## src/rtl/tagged_hybrid_predictor.sv

```systemverilog
// -----------------------------------------------------------------------------
// tagged_hybrid_predictor
//
// Branch direction predictor (bimodal, gshare or chooser-selected hybrid) with
// a tagged, valid-qualified BTB. All tables are cleared by a post-reset init
// sequencer that walks one entry per cycle. The GHR value used for each
// prediction is exported so the resolving stage can hand it back and update
// exactly the entries that produced the prediction.
//
// Parameters
//   INDEX_BITS : log2 of table depth (PHT, bimodal, chooser, BTB)
//   HIST_BITS  : global history length, 1 <= HIST_BITS <= INDEX_BITS
//   TAG_BITS   : BTB tag width, tag = pc[TAG_BITS+INDEX_BITS+1 : INDEX_BITS+2]
//   MODE       : 0 = bimodal, 1 = gshare, 2 = hybrid
//
// Ports
//   clk            : clock, all state on posedge
//   reset          : synchronous, active-high
//   pc_in          : fetch PC to predict
//   pred_taken     : predicted taken (direction taken and BTB hit)
//   pred_target    : BTB target when pred_taken, else pc_in + 4
//   pred_hist      : GHR snapshot used for this prediction
//   update_valid   : resolved branch present this cycle
//   branch_pc      : PC of the resolved branch
//   taken          : actual outcome
//   actual_target  : actual taken target
//   upd_hist       : pred_hist carried with the branch
//   upd_pred_taken : pred_taken carried with the branch
//   init_busy      : table init in progress
//   mispredict_cnt : number of updates where upd_pred_taken != taken
// -----------------------------------------------------------------------------
module tagged_hybrid_predictor #(
    parameter int INDEX_BITS = 6,
    parameter int HIST_BITS  = 6,
    parameter int TAG_BITS   = 8,
    parameter int MODE       = 2
) (
    input  logic                 clk,
    input  logic                 reset,
    input  logic [31:0]          pc_in,
    output logic                 pred_taken,
    output logic [31:0]          pred_target,
    output logic [HIST_BITS-1:0] pred_hist,
    input  logic                 update_valid,
    input  logic [31:0]          branch_pc,
    input  logic                 taken,
    input  logic [31:0]          actual_target,
    input  logic [HIST_BITS-1:0] upd_hist,
    input  logic                 upd_pred_taken,
    output logic                 init_busy,
    output logic [31:0]          mispredict_cnt
);

    localparam int DEPTH   = 2 ** INDEX_BITS;
    localparam int TAG_LSB = INDEX_BITS + 2;
    localparam int TAG_MSB = TAG_BITS + INDEX_BITS + 1;

    typedef enum logic {
        ST_INIT,
        ST_READY
    } state_t;

    state_t                  state;
    logic [INDEX_BITS-1:0]   ptr;
    logic [HIST_BITS-1:0]    ghr;

    logic [1:0]              pht        [DEPTH];
    logic [1:0]              bim        [DEPTH];
    logic [1:0]              cho        [DEPTH];
    logic                    btb_valid  [DEPTH];
    logic [TAG_BITS-1:0]     btb_tag    [DEPTH];
    logic [31:0]             btb_target [DEPTH];

    function automatic logic [1:0] sat_step(input logic [1:0] ctr, input logic up);
        logic [1:0] nxt;
        if (up) nxt = (ctr == 2'b11) ? 2'b11 : ctr + 2'b01;
        else    nxt = (ctr == 2'b00) ? 2'b00 : ctr - 2'b01;
        return nxt;
    endfunction

    // ------------------------------------------------------------------
    // Prediction (combinational, zero latency)
    // ------------------------------------------------------------------
    logic [INDEX_BITS-1:0] idx;
    logic [INDEX_BITS-1:0] gidx;
    logic [TAG_BITS-1:0]   ptag;
    logic                  dir_bim;
    logic                  dir_gsh;
    logic                  dir;
    logic                  hit;

    assign idx     = pc_in[INDEX_BITS+1:2];
    assign gidx    = idx ^ INDEX_BITS'(ghr);
    assign ptag    = pc_in[TAG_MSB:TAG_LSB];
    assign dir_bim = bim[idx][1];
    assign dir_gsh = pht[gidx][1];

    always_comb begin
        dir = dir_bim;
        if (MODE == 1)      dir = dir_gsh;
        else if (MODE == 2) dir = cho[idx][1] ? dir_gsh : dir_bim;
    end

    assign hit         = btb_valid[idx] && (btb_tag[idx] == ptag);
    assign pred_taken  = (state == ST_READY) && dir && hit;
    assign pred_target = pred_taken ? btb_target[idx] : pc_in + 32'd4;
    assign pred_hist   = ghr;

    // ------------------------------------------------------------------
    // Update-side decode
    // ------------------------------------------------------------------
    logic [INDEX_BITS-1:0] bidx;
    logic [INDEX_BITS-1:0] ugidx;
    logic [TAG_BITS-1:0]   btag;
    logic                  do_update;
    logic                  gsh_ok;
    logic                  bim_ok;
    logic [HIST_BITS-1:0]  next_ghr;
    logic                  unused_bits;

    assign bidx      = branch_pc[INDEX_BITS+1:2];
    assign ugidx     = bidx ^ INDEX_BITS'(upd_hist);
    assign btag      = branch_pc[TAG_MSB:TAG_LSB];
    assign do_update = (state == ST_READY) && update_valid && !reset;

    // Chooser training looks at the counters as they were before this update.
    assign gsh_ok = (pht[ugidx][1] == taken);
    assign bim_ok = (bim[bidx][1] == taken);

    // History is rebuilt from the snapshot carried with the branch, which
    // repairs any speculative drift in the fetch-side view.
    generate
        if (HIST_BITS == 1) begin : g_hist1
            assign next_ghr = taken;
        end else begin : g_histn
            assign next_ghr = {upd_hist[HIST_BITS-2:0], taken};
        end
    endgenerate

    assign unused_bits = ^{branch_pc[1:0], branch_pc[31:TAG_MSB+1]};

    // ------------------------------------------------------------------
    // Control FSM: init sequencer, history and mispredict counter
    // ------------------------------------------------------------------
    always_ff @(posedge clk) begin
        if (reset) begin
            state          <= ST_INIT;
            ptr            <= '0;
            init_busy      <= 1'b1;
            ghr            <= '0;
            mispredict_cnt <= '0;
        end else begin
            case (state)
                ST_INIT: begin
                    ptr <= ptr + INDEX_BITS'(1);
                    if (&ptr) begin
                        state     <= ST_READY;
                        init_busy <= 1'b0;
                    end
                end
                ST_READY: begin
                    if (update_valid) begin
                        ghr            <= next_ghr;
                        mispredict_cnt <= mispredict_cnt + {31'd0, upd_pred_taken != taken};
                    end
                end
                default: begin
                    state     <= ST_INIT;
                    ptr       <= '0;
                    init_busy <= 1'b1;
                end
            endcase
        end
    end

    // ------------------------------------------------------------------
    // Tables: cleared entry-by-entry during INIT, trained when READY.
    // Tables the selected MODE never reads are left alone.
    // ------------------------------------------------------------------
    always_ff @(posedge clk) begin
        if (!reset && state == ST_INIT) begin
            pht[ptr]       <= 2'b01;
            bim[ptr]       <= 2'b01;
            cho[ptr]       <= 2'b01;
            btb_valid[ptr] <= 1'b0;
        end else if (do_update) begin
            if (MODE != 1) bim[bidx] <= sat_step(bim[bidx], taken);
            if (MODE != 0) pht[ugidx] <= sat_step(pht[ugidx], taken);
            if (MODE == 2) begin
                if (gsh_ok && !bim_ok)      cho[bidx] <= sat_step(cho[bidx], 1'b1);
                else if (!gsh_ok && bim_ok) cho[bidx] <= sat_step(cho[bidx], 1'b0);
            end
            if (taken) begin
                btb_valid[bidx]  <= 1'b1;
                btb_tag[bidx]    <= btag;
                btb_target[bidx] <= actual_target;
            end
        end
    end

endmodule

```

## config.mk

```make
export PLATFORM = sky130hd
export DESIGN_NAME = tagged_hybrid_predictor
export DESIGN_NICKNAME = d
export VERILOG_FILES = /design/src/rtl/tagged_hybrid_predictor.sv
export SDC_FILE = /design/constraint.sdc
export NUM_CORES = 2
export LEC_CHECK = 0
export CORE_ASPECT_RATIO = 0.5
export CORE_MARGIN = 2
export CORE_UTILIZATION = 28
export CTS_BUF_LIST = sky130_fd_sc_hd__clkbuf_4 sky130_fd_sc_hd__clkbuf_8
export CTS_CLUSTER_DIAMETER = 30
export DETAILED_ROUTE_END_ITERATION = 6
export GPL_ROUTABILITY_DRIVEN = 0
export SLEW_MARGIN = 10
export SYNTH_ARGS = -nofsm -noshare
export SYNTH_HDL_FRONTEND = slang
export SYNTH_SLANG_ARGS = --single-unit
```

## constraint.sdc

```tcl
create_clock -name clk -period 10.5 [get_ports clk]
set_clock_uncertainty 0.15 [all_clocks]
set_input_delay 2.1 -clock clk [delete_from_list [all_inputs] [get_ports clk]]
set_output_delay 2.1 -clock clk [all_outputs]
set_load 0.1 [all_outputs]
```

==> impl_results.md <==
* I/O Buffers at 160
* Die ar. at 441800 sq um
* Period minus WS final at 9.368 ns
* Worst Hold Path EP: init_busy
* Slew Limit Fails at 0
* Synth Register Bits at 3054
* Dpl cells at 11580
* Die width at 938.0 um
* Cts repair resizes at 0
* Worst min-delay path class: flip-flop to flip-flop
* Num CTS Buffers at 489
* RSZ-0062 raised after global routing: no
* Setup crit start kind: input port
* Top_reg_cell synth: edfxtp_1
* Drt via density at 5.141
* # hold bufs at CTS at 0
* Post-route insts no fill at 12490
* Met2 Usage GRT at 24.95%
* Distinct cells, synth at 85
* Final-report setup violation count at 0
* Clk Latency, worst-skew pair at 1.04 ns
* Yosys warnings at 0
* CP endpoint kind: output pin
* Fmax achieved at 106.7 MHz
* Post-Syn Area at 122100 sq um
* Worst r2r path cells at 8
* Initial Utilization at 28.13%
* Syn Inst Count at 5731
* TritonCTS sink count at 3054
* Max clock buf depth at 4
* Hold_sp: init_busy
* DP Worst Slack at 1.272 ns
* Post-synth EDFFs at 3008
* Crit Path Class: input port to output pin
* Post-route cell area at 141900 sq um
* Global-route wire length before repair at 492.8 mm
* Pre-antenna DRT Iters at 6
* Static leakage at 44.17 nW
* DRT iter0 DRCs at 8546
* CP Data Arrival Time at 7.12 ns
* H-tree depth at 5
* Layout overhead on the synthesized area at 16.16%
* # IOs at 179
* Rows at 171
* Final critical-path setup slack at 1.132 ns
* Total Wirelength at 355.0 mm
* Gr busiest metal: met2
* Grt met1 use at 21.00%
* Hold Vio Cnt, Final at 0
* Root buf cell: clkbuf_8
* Chip height at 471.0 um
* RR Startpoint: state
* Vias at 64190
* GR Overflow Total at 0
* Outcome: finished, final reports clean
* Pin count of the biggest net entering global routing at 142
* Pwr per Cell Area at 176.6 nW/um^2
* Critical-path maximum fanout at 72
* Worst hold path cell count at 1
* Maximum vdd ir drop at 0.0001339 V
* Number of fill cells at 40860
* Core area at 434100 sq um
* Critical Path RT at 8.25 ns
* Worst r2r dst: btb_target[40][1]
* ANT nets after route at 0
* DRC violations left at 0
* Post-CTS Repair Setup Buffers at 0
* Layout cells sized above 1 at 31.03%
* Slew of the pin with the lowest slew margin at 1.318 ns
* Setup TNS at 0 ns
* CTS tree: done
* Syn nets at 5842
* Tot Pwr at 25.05 mW
* Max cap viols at 0
* DP HPWL at 201.8 mm
* Mean area per synthesized cell at 21.31 sq um
* Fraction of registers with async set/reset at 0%
* Reg2Reg Setup Slack at 4.59 ns
* Initial antenna violation count at 40
* Slew Limit Headroom at 11.92%
* Aggregate global-route resource usage at 15.54%
* Clock-pin transition on the worst setup and hold timing paths at 0.06 ns
* Post-DP Area at 132000 sq um
* Drt wl/cell at 28.43 um
* Met3 Track Usage GR at 3.387%
* Sequential share of the synthesized area at 74.71%
* Nets@finish at 6391
* Final Cycle Share at 89.22%
* Vias in the first global route at 63820
area by class of cell:
cell class	count	area, sq um	area share (%)
diodes	21	52.55	0.03704
clock buffers	603	7617	5.369
clock inverters	279	2221	1.565
inverters	23	97.59	0.06879
multi-input cells	2338	29740	20.96
flip-flops and latches	3054	91250	64.32
well taps	5795	7251	5.111
repair buffers	374	3645	2.569
kinds of logic after synthesis:
| family | Yosys count | share of synthesized area, % |
|---|---|---|
| DFF | 3054 | 74.71 |
| xor gates and xnor gates | 90 | 0.6577 |
| AOI/OAI and AO/OA | 384 | 2.228 |
| muxes | 1039 | 17.89 |
| buffers and inverters | 339 | 1.439 |
| and+or+nand+nor | 821 | 3.029 |
| adders and majority gates | 4 | 0.04098 |
Yosys cell counts, types with 31 or more instances:
master | instances | area [sq um]
edfxtp_1 | 3008 | 90330
mux4_2 | 861 | 19390
nor2_1 | 366 | 1374
nand2_1 | 194 | 728.2
clkbuf_1 | 130 | 488.0
buf_2 | 96 | 480.5
mux2i_1 | 94 | 940.9
a22oi_1 | 84 | 630.6
nand3_1 | 59 | 295.3
a21oi_1 | 56 | 280.3
o21ai_0 | 48 | 240.2
xor2_1 | 47 | 411.6
dfxtp_1 | 46 | 920.9
nand4_1 | 44 | 275.3
xnor2_1 | 41 | 359.1
mux4_1 | 31 | 814.5
how the worst max path moves through the flow:
stage / start / end / slack, ns
after global placement: pc_in[4] / pred_target[5] / 1.28
final: pc_in[4] / pred_target[22] / 1.13
after CTS: pc_in[4] / pred_target[5] / 1.27
after detailed placement: pc_in[4] / pred_target[5] / 1.27
after global routing: pc_in[4] / pred_target[25] / 1.13
after floorplan: pc_in[2] / pred_target[2] / 2.08
state kept, by name, indices dropped and copies added (netlist names):
register / flops
btb_target: 2048
btb_tag: 512
bim: 128
cho: 128
pht: 128
btb_valid: 64
mispredict_cnt: 32
pred_hist: 6
ptr: 6
init_busy: 1
state: 1
stage by stage:
stage / utilization, % / hold WS, ns
after detailed placement: 30.40 / 0.3013
final: 32.68 / 0.3243
after global placement: 30.40 / 0.3067
after CTS: 32.67 / 0.3224
after floorplan: - / 0.4301
after global routing: 32.68 / 0.3502
layout by cell type, fill, tap and decap left out, drive strengths merged, types with 19 or more instances in the layout:
master	instances
edfxtp	3008
mux4	892
clkbuf	603
nor2	366
buf	296
clkinv	215
nand2	194
mux2i	94
a22oi	85
clkdlybuf4s50	78
nand3	63
a21oi	56
mux2	53
o21ai	51
xor2	49
dfxtp	46
nand4	45
xnor2	41
inv	31
nor3	30
o22ai	29
bufinv	29
clkinvlp	27
o32ai	24
diode	21
a22o	20
a31oi	20
nand2b	19
routing by layer:
layer / wire [um] / share of wire [%]
met2: 168700 / 48
met5: 66 / 0.019
met1: 141100 / 40
met4: 11470 / 3.2
met3: 33750 / 9.5
worst max-delay path, cell delays in order:
cell and delay [ns]:
buf_8 0.41, buf_4 0.50, xor2_1 0.67, mux4_2 0.41, mux2i_1 0.21, a211oi_1 0.10, a21oi_1 0.77, a21oi_1 0.26
nand4_4 0.56, buf_12 0.29, mux2_4 0.35, buf_12 0.17
report_power, final:
group,internal (mW),switching [mW]
combinational,0.504,0.801
clock,5.52,4.86
sequential,13.4,0.00692
Power figures use the tool's default switching activity.
